==> config.mk <==
export PLATFORM = sky130hd
export DESIGN_NAME = lcd_bus_reader_flat
export DESIGN_NICKNAME = d
export VERILOG_FILES = /design/src/rtl/lcd_pkg.sv /design/src/rtl/lcd_bus_reader_if.sv /design/src/rtl/lcd_phase_timer.sv /design/src/rtl/lcd_bus_reader.sv /design/src/flat_wrapper.sv
export SDC_FILE = /design/constraint.sdc
export NUM_CORES = 1
export LEC_CHECK = 0
export BUFFER_PORTS_ARGS = -buffer_cell sky130_fd_sc_hd__buf_2
export CAP_MARGIN = 20
export CELL_PAD_IN_SITES_DETAIL_PLACEMENT = 1
export CELL_PAD_IN_SITES_GLOBAL_PLACEMENT = 1
export CORE_MARGIN = 8
export CORE_UTILIZATION = 34
export DETAILED_ROUTE_END_ITERATION = 8
export PLACE_DENSITY = 0.66
export SLEW_MARGIN = 40
export SYNTH_ARGS = -nofsm -noshare
export SYNTH_HDL_FRONTEND = slang
export SYNTH_SLANG_ARGS = --single-unit
==> constraint.sdc <==
create_clock -name clk -period 4.65 [get_ports clk]
set_input_delay 1.395 -clock clk [delete_from_list [all_inputs] [get_ports clk]]
set_output_delay 1.395 -clock clk [all_outputs]
set_load 0.02 [all_outputs]
==> src/rtl/lcd_pkg.sv <==
// Shared definitions for the HD44780 8-bit bus blocks: reader FSM encoding,
// status-byte field positions, common instruction codes and small helpers.
package lcd_pkg;

  typedef enum logic [2:0] {
    ST_IDLE  = 3'd0,
    ST_SETUP = 3'd1,
    ST_EN_HI = 3'd2,
    ST_EN_LO = 3'd3,
    ST_DONE  = 3'd4
  } rd_state_e;

  localparam int unsigned BF_BIT = 7;
  localparam int unsigned AC_MSB = 6;

  localparam logic [7:0] LCD_CMD_FUNC_SET = 8'h38;
  localparam logic [7:0] LCD_CMD_DISP_ON  = 8'h0E;
  localparam logic [7:0] LCD_CMD_CLEAR    = 8'h01;
  localparam logic [7:0] LCD_CMD_LINE1    = 8'h80;
  localparam logic [7:0] LCD_CMD_LINE2    = 8'hC0;

  // Counter increment that sticks at all-ones instead of wrapping.
  function automatic logic [15:0] sat_inc16(input logic [15:0] v);
    logic [15:0] r;
    if (v == 16'hFFFF) begin
      r = v;
    end else begin
      r = v + 16'd1;
    end
    return r;
  endfunction

  // Phase timer load value: the timer flags "last" once it reaches zero.
  function automatic logic [15:0] phase_load(input int unsigned cycles);
    return 16'(cycles - 32'd1);
  endfunction

endpackage

==> src/rtl/lcd_bus_reader_if.sv <==
// Host-side request/response and LCD bus signals of the read-side master.
interface lcd_bus_reader_if;
  logic       req;
  logic       rd_rs;
  logic       wait_busy;
  logic       busy;
  logic       done;
  logic [7:0] rd_data;
  logic       bf;
  logic [6:0] ac;
  logic       timeout;
  logic       lcd_rs;
  logic       lcd_rw;
  logic       lcd_en;
  logic [7:0] lcd_dat_in;
  logic       bus_rd;

  modport master (
    input  req, rd_rs, wait_busy, lcd_dat_in,
    output busy, done, rd_data, bf, ac, timeout, lcd_rs, lcd_rw, lcd_en, bus_rd
  );

  modport slave (
    output req, rd_rs, wait_busy, lcd_dat_in,
    input  busy, done, rd_data, bf, ac, timeout, lcd_rs, lcd_rw, lcd_en, bus_rd
  );
endinterface

==> src/rtl/lcd_phase_timer.sv <==
// Loadable 16-bit down-counter; last_o is high while the count sits at zero,
// so loading N-1 yields a phase of exactly N cycles.
module lcd_phase_timer (
  input  logic        clk,
  input  logic        rst_n,
  input  logic        load_i,
  input  logic [15:0] load_val_i,
  output logic        last_o
);

  logic [15:0] cnt_q;
  logic [15:0] cnt_d;

  // Next count: load has priority, otherwise count down and park at zero.
  always_comb begin
    cnt_d = cnt_q;
    if (load_i) begin
      cnt_d = load_val_i;
    end else if (cnt_q != 16'd0) begin
      cnt_d = cnt_q - 16'd1;
    end else begin
      cnt_d = cnt_q;
    end
  end

  // Count register.
  always_ff @(posedge clk) begin
    if (!rst_n) begin
      cnt_q <= 16'd0;
    end else begin
      cnt_q <= cnt_d;
    end
  end

  assign last_o = (cnt_q == 16'd0);

endmodule

==> src/rtl/lcd_bus_reader.sv <==
// HD44780 read-cycle master: status/data reads with optional busy polling.
// Bus outputs are registered from the next state so they align with the FSM.
module lcd_bus_reader
  import lcd_pkg::*;
#(
  parameter int unsigned T_AS      = 3,
  parameter int unsigned T_PW      = 25,
  parameter int unsigned T_LO      = 25,
  parameter int unsigned MAX_POLLS = 5000
) (
  input  logic              clk,
  input  logic              rst_n,
  lcd_bus_reader_if.master  bus
);

  rd_state_e   state_q, state_d;
  logic        rs_q, rs_d;
  logic        wb_q, wb_d;
  logic [15:0] poll_q, poll_d;
  logic        timeout_q, timeout_d;
  logic [7:0]  rd_data_q, rd_data_d;
  logic        bf_q, bf_d;
  logic [6:0]  ac_q, ac_d;

  logic        busy_q, busy_d;
  logic        done_q, done_d;
  logic        en_q, en_d;
  logic        rw_q, rw_d;
  logic        lrs_q, lrs_d;
  logic        bus_rd_q, bus_rd_d;

  logic        tmr_load_s;
  logic [15:0] tmr_val_s;
  logic        tmr_last_s;

  lcd_phase_timer u_timer (
    .clk        (clk),
    .rst_n      (rst_n),
    .load_i     (tmr_load_s),
    .load_val_i (tmr_val_s),
    .last_o     (tmr_last_s)
  );

  // Next-state, capture and sampling logic.
  always_comb begin
    state_d    = state_q;
    rs_d       = rs_q;
    wb_d       = wb_q;
    poll_d     = poll_q;
    timeout_d  = timeout_q;
    rd_data_d  = rd_data_q;
    bf_d       = bf_q;
    ac_d       = ac_q;
    tmr_load_s = 1'b0;
    tmr_val_s  = 16'd0;

    case (state_q)
      ST_IDLE: begin
        if (bus.req) begin
          rs_d       = bus.rd_rs;
          wb_d       = bus.wait_busy & ~bus.rd_rs;
          poll_d     = 16'd0;
          timeout_d  = 1'b0;
          state_d    = ST_SETUP;
          tmr_load_s = 1'b1;
          tmr_val_s  = phase_load(T_AS);
        end else begin
          state_d = ST_IDLE;
        end
      end
      ST_SETUP: begin
        if (tmr_last_s) begin
          state_d    = ST_EN_HI;
          tmr_load_s = 1'b1;
          tmr_val_s  = phase_load(T_PW);
        end else begin
          state_d = ST_SETUP;
        end
      end
      ST_EN_HI: begin
        if (tmr_last_s) begin
          rd_data_d = bus.lcd_dat_in;
          if (!rs_q) begin
            bf_d   = bus.lcd_dat_in[BF_BIT];
            ac_d   = bus.lcd_dat_in[AC_MSB:0];
            poll_d = sat_inc16(poll_q);
          end else begin
            poll_d = poll_q;
          end
          state_d    = ST_EN_LO;
          tmr_load_s = 1'b1;
          tmr_val_s  = phase_load(T_LO);
        end else begin
          state_d = ST_EN_HI;
        end
      end
      ST_EN_LO: begin
        if (tmr_last_s) begin
          // bf_q already holds this poll's sample; rs_q=0 is implied by wb_q.
          if (wb_q && bf_q) begin
            if (poll_q >= 16'(MAX_POLLS)) begin
              timeout_d = 1'b1;
              state_d   = ST_DONE;
            end else begin
              state_d    = ST_SETUP;
              tmr_load_s = 1'b1;
              tmr_val_s  = phase_load(T_AS);
            end
          end else begin
            state_d = ST_DONE;
          end
        end else begin
          state_d = ST_EN_LO;
        end
      end
      ST_DONE: begin
        state_d = ST_IDLE;
      end
      default: begin
        state_d = ST_IDLE;
      end
    endcase
  end

  // Output decode from the upcoming state, registered below.
  always_comb begin
    busy_d   = (state_d != ST_IDLE);
    done_d   = (state_d == ST_DONE);
    en_d     = (state_d == ST_EN_HI);
    bus_rd_d = (state_d == ST_SETUP) || (state_d == ST_EN_HI) || (state_d == ST_EN_LO);
    rw_d     = bus_rd_d;
    lrs_d    = bus_rd_d & rs_d;
  end

  // State, captured context and registered outputs.
  always_ff @(posedge clk) begin
    if (!rst_n) begin
      state_q   <= ST_IDLE;
      rs_q      <= 1'b0;
      wb_q      <= 1'b0;
      poll_q    <= 16'd0;
      timeout_q <= 1'b0;
      rd_data_q <= 8'h00;
      bf_q      <= 1'b0;
      ac_q      <= 7'h00;
      busy_q    <= 1'b0;
      done_q    <= 1'b0;
      en_q      <= 1'b0;
      rw_q      <= 1'b0;
      lrs_q     <= 1'b0;
      bus_rd_q  <= 1'b0;
    end else begin
      state_q   <= state_d;
      rs_q      <= rs_d;
      wb_q      <= wb_d;
      poll_q    <= poll_d;
      timeout_q <= timeout_d;
      rd_data_q <= rd_data_d;
      bf_q      <= bf_d;
      ac_q      <= ac_d;
      busy_q    <= busy_d;
      done_q    <= done_d;
      en_q      <= en_d;
      rw_q      <= rw_d;
      lrs_q     <= lrs_d;
      bus_rd_q  <= bus_rd_d;
    end
  end

  assign bus.busy    = busy_q;
  assign bus.done    = done_q;
  assign bus.rd_data = rd_data_q;
  assign bus.bf      = bf_q;
  assign bus.ac      = ac_q;
  assign bus.timeout = timeout_q;
  assign bus.lcd_rs  = lrs_q;
  assign bus.lcd_rw  = rw_q;
  assign bus.lcd_en  = en_q;
  assign bus.bus_rd  = bus_rd_q;

endmodule
==> src/flat_wrapper.sv <==
// flat-port wrapper written by rule: the top's interface ports become plain ports
module lcd_bus_reader_flat import lcd_pkg::*;
#(
  parameter int unsigned T_AS      = 3,
  parameter int unsigned T_PW      = 25,
  parameter int unsigned T_LO      = 25,
  parameter int unsigned MAX_POLLS = 5000
)
  (clk, rst_n, bus_req, bus_rd_rs, bus_wait_busy, bus_lcd_dat_in, bus_busy, bus_done, bus_rd_data, bus_bf, bus_ac, bus_timeout, bus_lcd_rs, bus_lcd_rw, bus_lcd_en, bus_bus_rd);
  lcd_bus_reader_if bus_i ();
  input  logic clk;
  input  logic rst_n;
  input wire logic [$bits(bus_i.req)-1:0] bus_req;
  input wire logic [$bits(bus_i.rd_rs)-1:0] bus_rd_rs;
  input wire logic [$bits(bus_i.wait_busy)-1:0] bus_wait_busy;
  input wire logic [$bits(bus_i.lcd_dat_in)-1:0] bus_lcd_dat_in;
  output wire logic [$bits(bus_i.busy)-1:0] bus_busy;
  output wire logic [$bits(bus_i.done)-1:0] bus_done;
  output wire logic [$bits(bus_i.rd_data)-1:0] bus_rd_data;
  output wire logic [$bits(bus_i.bf)-1:0] bus_bf;
  output wire logic [$bits(bus_i.ac)-1:0] bus_ac;
  output wire logic [$bits(bus_i.timeout)-1:0] bus_timeout;
  output wire logic [$bits(bus_i.lcd_rs)-1:0] bus_lcd_rs;
  output wire logic [$bits(bus_i.lcd_rw)-1:0] bus_lcd_rw;
  output wire logic [$bits(bus_i.lcd_en)-1:0] bus_lcd_en;
  output wire logic [$bits(bus_i.bus_rd)-1:0] bus_bus_rd;
  assign bus_i.req = bus_req;
  assign bus_i.rd_rs = bus_rd_rs;
  assign bus_i.wait_busy = bus_wait_busy;
  assign bus_i.lcd_dat_in = bus_lcd_dat_in;
  assign bus_busy = bus_i.busy;
  assign bus_done = bus_i.done;
  assign bus_rd_data = bus_i.rd_data;
  assign bus_bf = bus_i.bf;
  assign bus_ac = bus_i.ac;
  assign bus_timeout = bus_i.timeout;
  assign bus_lcd_rs = bus_i.lcd_rs;
  assign bus_lcd_rw = bus_i.lcd_rw;
  assign bus_lcd_en = bus_i.lcd_en;
  assign bus_bus_rd = bus_i.bus_rd;
  lcd_bus_reader #(.T_AS(T_AS), .T_PW(T_PW), .T_LO(T_LO), .MAX_POLLS(MAX_POLLS)) u_core (.clk(clk), .rst_n(rst_n), .bus(bus_i));
endmodule
==> out/results.ini <==
[clock_tree]
post_cts_buffers = 0
ctsResizeCount = 0
numCtsBuffers = 9
path_clk_slew_ns = 0.06
cts_tree = yes
cts_sinks = 59
cts_hold_buffers = 0
cts_max_level = 3
clk_latency_ns = 0.33
clock_path_buffers = 2
clockRootBuffer = clkbuf_8

[grt]
track_usage_pct = 13.56
gr-total-overflow = 0
grt_max_degree = 27
grt_pass1_vias = 2659
grt_pass1_wl_mm = 12.93
antenna_found_initial = 0

[floorplanning]
die_area_um2 = 11920
die_h_um = 109.2
row_count = 34
die_x_um = 109.2
fp.coreArea_um2 = 8551
pin_count = 36
start_util_pct = 34.52

[drt]
wl_mm = 7.623
vias = 2524
drcViolationCount = 0
dr.first_iter.drc_count = 71
firstDrtPassIters = 4
ant_nets = 0
routedWlPerCell_um = 15.88
viasPerCell = 5.258

[placement]
hpwl_mm = 5.570
port_buffers = 35
place_inst = 464
place_congestion = 0.7354
post-place-ws_ns = 1.722

[finish]
area_growth_syn_to_layout_pct = 13.56
regArea_um2 = 1181
fin_nets = 384
final_cell_mix = 59 x dfxtp_1, 57 x nand2_1, 35 x buf_2
n_fill_cell = 1023
final-instance-count-excl-fill = 480
multi_input_area_um2 = 1637
drive_above_1_share_pct = 18.28
n_antenna_cell = 0
layout_commonest_cell = dfxtp_1
final_util_pct = 39.20

[power]
max-vdd-ir-drop_mv = 0.3679
powerDensity_nw_per_um2 = 553.2
p_leak_nw = 1.203

[worst_setup_path]
critical_path_class = in -> reg
worstPathRequired_ns = 4.87
critPathArrivalTime_ns = 2.83
cp_max_fo = 7
end_kind = flip-flop
start_kind = primary input

[synthesis]
synth-seq-cells = 59
yosysWarnings = 0
synthFlopType = dfxtp_1
synthCells = 334
synth_area_um2 = 2952
async_flop_share_pct = 0
synth_cell_type_count = 55
synth-edff-count = 0
post_synth.cell_area_avg_um2 = 8.837
post-synth-top-area-fraction_pct = 40.02
yosysTopAreaCell = dfxtp_1
ys_top_cells_by_area = dfxtp_1 40%, nand2_1 7.2%, a21boi_0 5.1%
synth_fp_nets = 350
seq_area_frac_synth_pct = 40.02

[sta]
finalHoldViolations = 0
setup_viol = 0
rsz0062_at_grt = no
finalWorstSetupSlack_ns = 2.038
tightest_slew_ns = 0.7050
finalSetupTns_ns = 0
slew_violations = 0
fmax_mhz = 382.8
max_slew_margin_pct = 52.86
fin_crit_sh_pct = 56.18
fin_skew_ns = 0.006653
fin_crit_ns = 2.612

[outcome]
status = complete, no violations

[worst_hold_path]
hp-class = reg -> reg

[run]
drv_cap = 0

## cells in the mapped netlist, types with 2 or more instances
cell type	instances
nand2b_1	3
and2_1	8
nand4_1	6
dfxtp_1	59
inv_1	10
nand3_1	8
nor2_1	30
o21ai_0	7
clkbuf_1	4
nor3_1	9
a21boi_0	20
a211oi_1	6
nand3b_1	3
or4_1	5
clkbuf_8	3
a21oi_1	18
o41ai_1	2
nor2b_1	3
and3_1	2
xor2_1	4
and4_1	3
nor4b_1	3
o31ai_1	6
ha_1	3
or3_1	6
o41ai_4	2
xnor2_1	14
buf_4	2
nand2_1	57
a41oi_1	2
or3_2	2
## per-layer routing
layer | global-route usage, % | share of wire, % | up-vias
met5 | 0 | 0 | -
met4 | 4.918 | 1.7 | 0
met3 | 3.191 | 3.0 | 14
met2 | 23.40 | 50 | 28
met1 | 16.03 | 45 | 1225
li1 | - | - | 1257
## worst max-delay path, stage by stage
cell,delay [ns]
buf_2,0.13
nor4b_1,0.55
and2b_2,0.32
o41ai_4,0.10
buf_4,0.26
nor3_1,0.06
## flip-flops by register name (all words and copies together) (netlist names), 3 cells and up
register and flops:
u_core.bus.rd_data 8, u_core.u_timer.cnt_q 16, u_core.bus.ac 7, u_core.poll_q 16, u_core.state_q 3
## final cells by class
| type | count | share of cell area, % |
|---|---|---|
| well taps | 108 | 4.031 |
| multi-input cells | 252 | 48.82 |
| repair buffers | 36 | 5.450 |
| flip-flops and latches | 59 | 35.24 |
| clock buffers | 13 | 5.039 |
| clock inverters | 2 | 0.2986 |
| inverters | 10 | 1.120 |
## cell families after synthesis
logic type	after synthesis	share of synthesized area, %
AO/OA/AOI/OAI	72	20.26
XOR/XNOR	18	5.341
adder cells (fa/ha/maj)	3	1.272
buffers and inverters	23	4.535
flip-flops	59	40.02
AND/OR/NAND/NOR	159	28.57
## final timing paths
path	start	to	slack, ns	cells after the start
max	bus_req	u_core.u_timer.cnt_q[12]	2.04	6
max reg2reg	u_core.state_q[1]	u_core.poll_q[8]	2.15	6
min	u_core.bus.rd_data[5]	u_core.bus.rd_data[5]	0.46	2
min reg2reg	u_core.bus.rd_data[5]	u_core.bus.rd_data[5]	0.46	2
## power breakdown
| group | internal [mW] | switching (mW) |
|---|---|---|
| Sequential | 0.586 | 0.0885 |
| Combinational | 0.280 | 0.473 |
| Clock | 0.233 | 0.195 |
## metrics by stage
stage / power, mW / hold WS [ns] / cell area, um^2
floorplan: 1.298 / 0.4553 / 2952
global placement: 1.415 / 0.4445 / 3166
detailed placement: 1.441 / 0.4555 / 3166
CTS: 1.877 / 0.4645 / 3344
global route: 2.002 / 0.4867 / 3352
finish: 1.854 / 0.4621 / 3352
(Power assumes the default switching activity.)
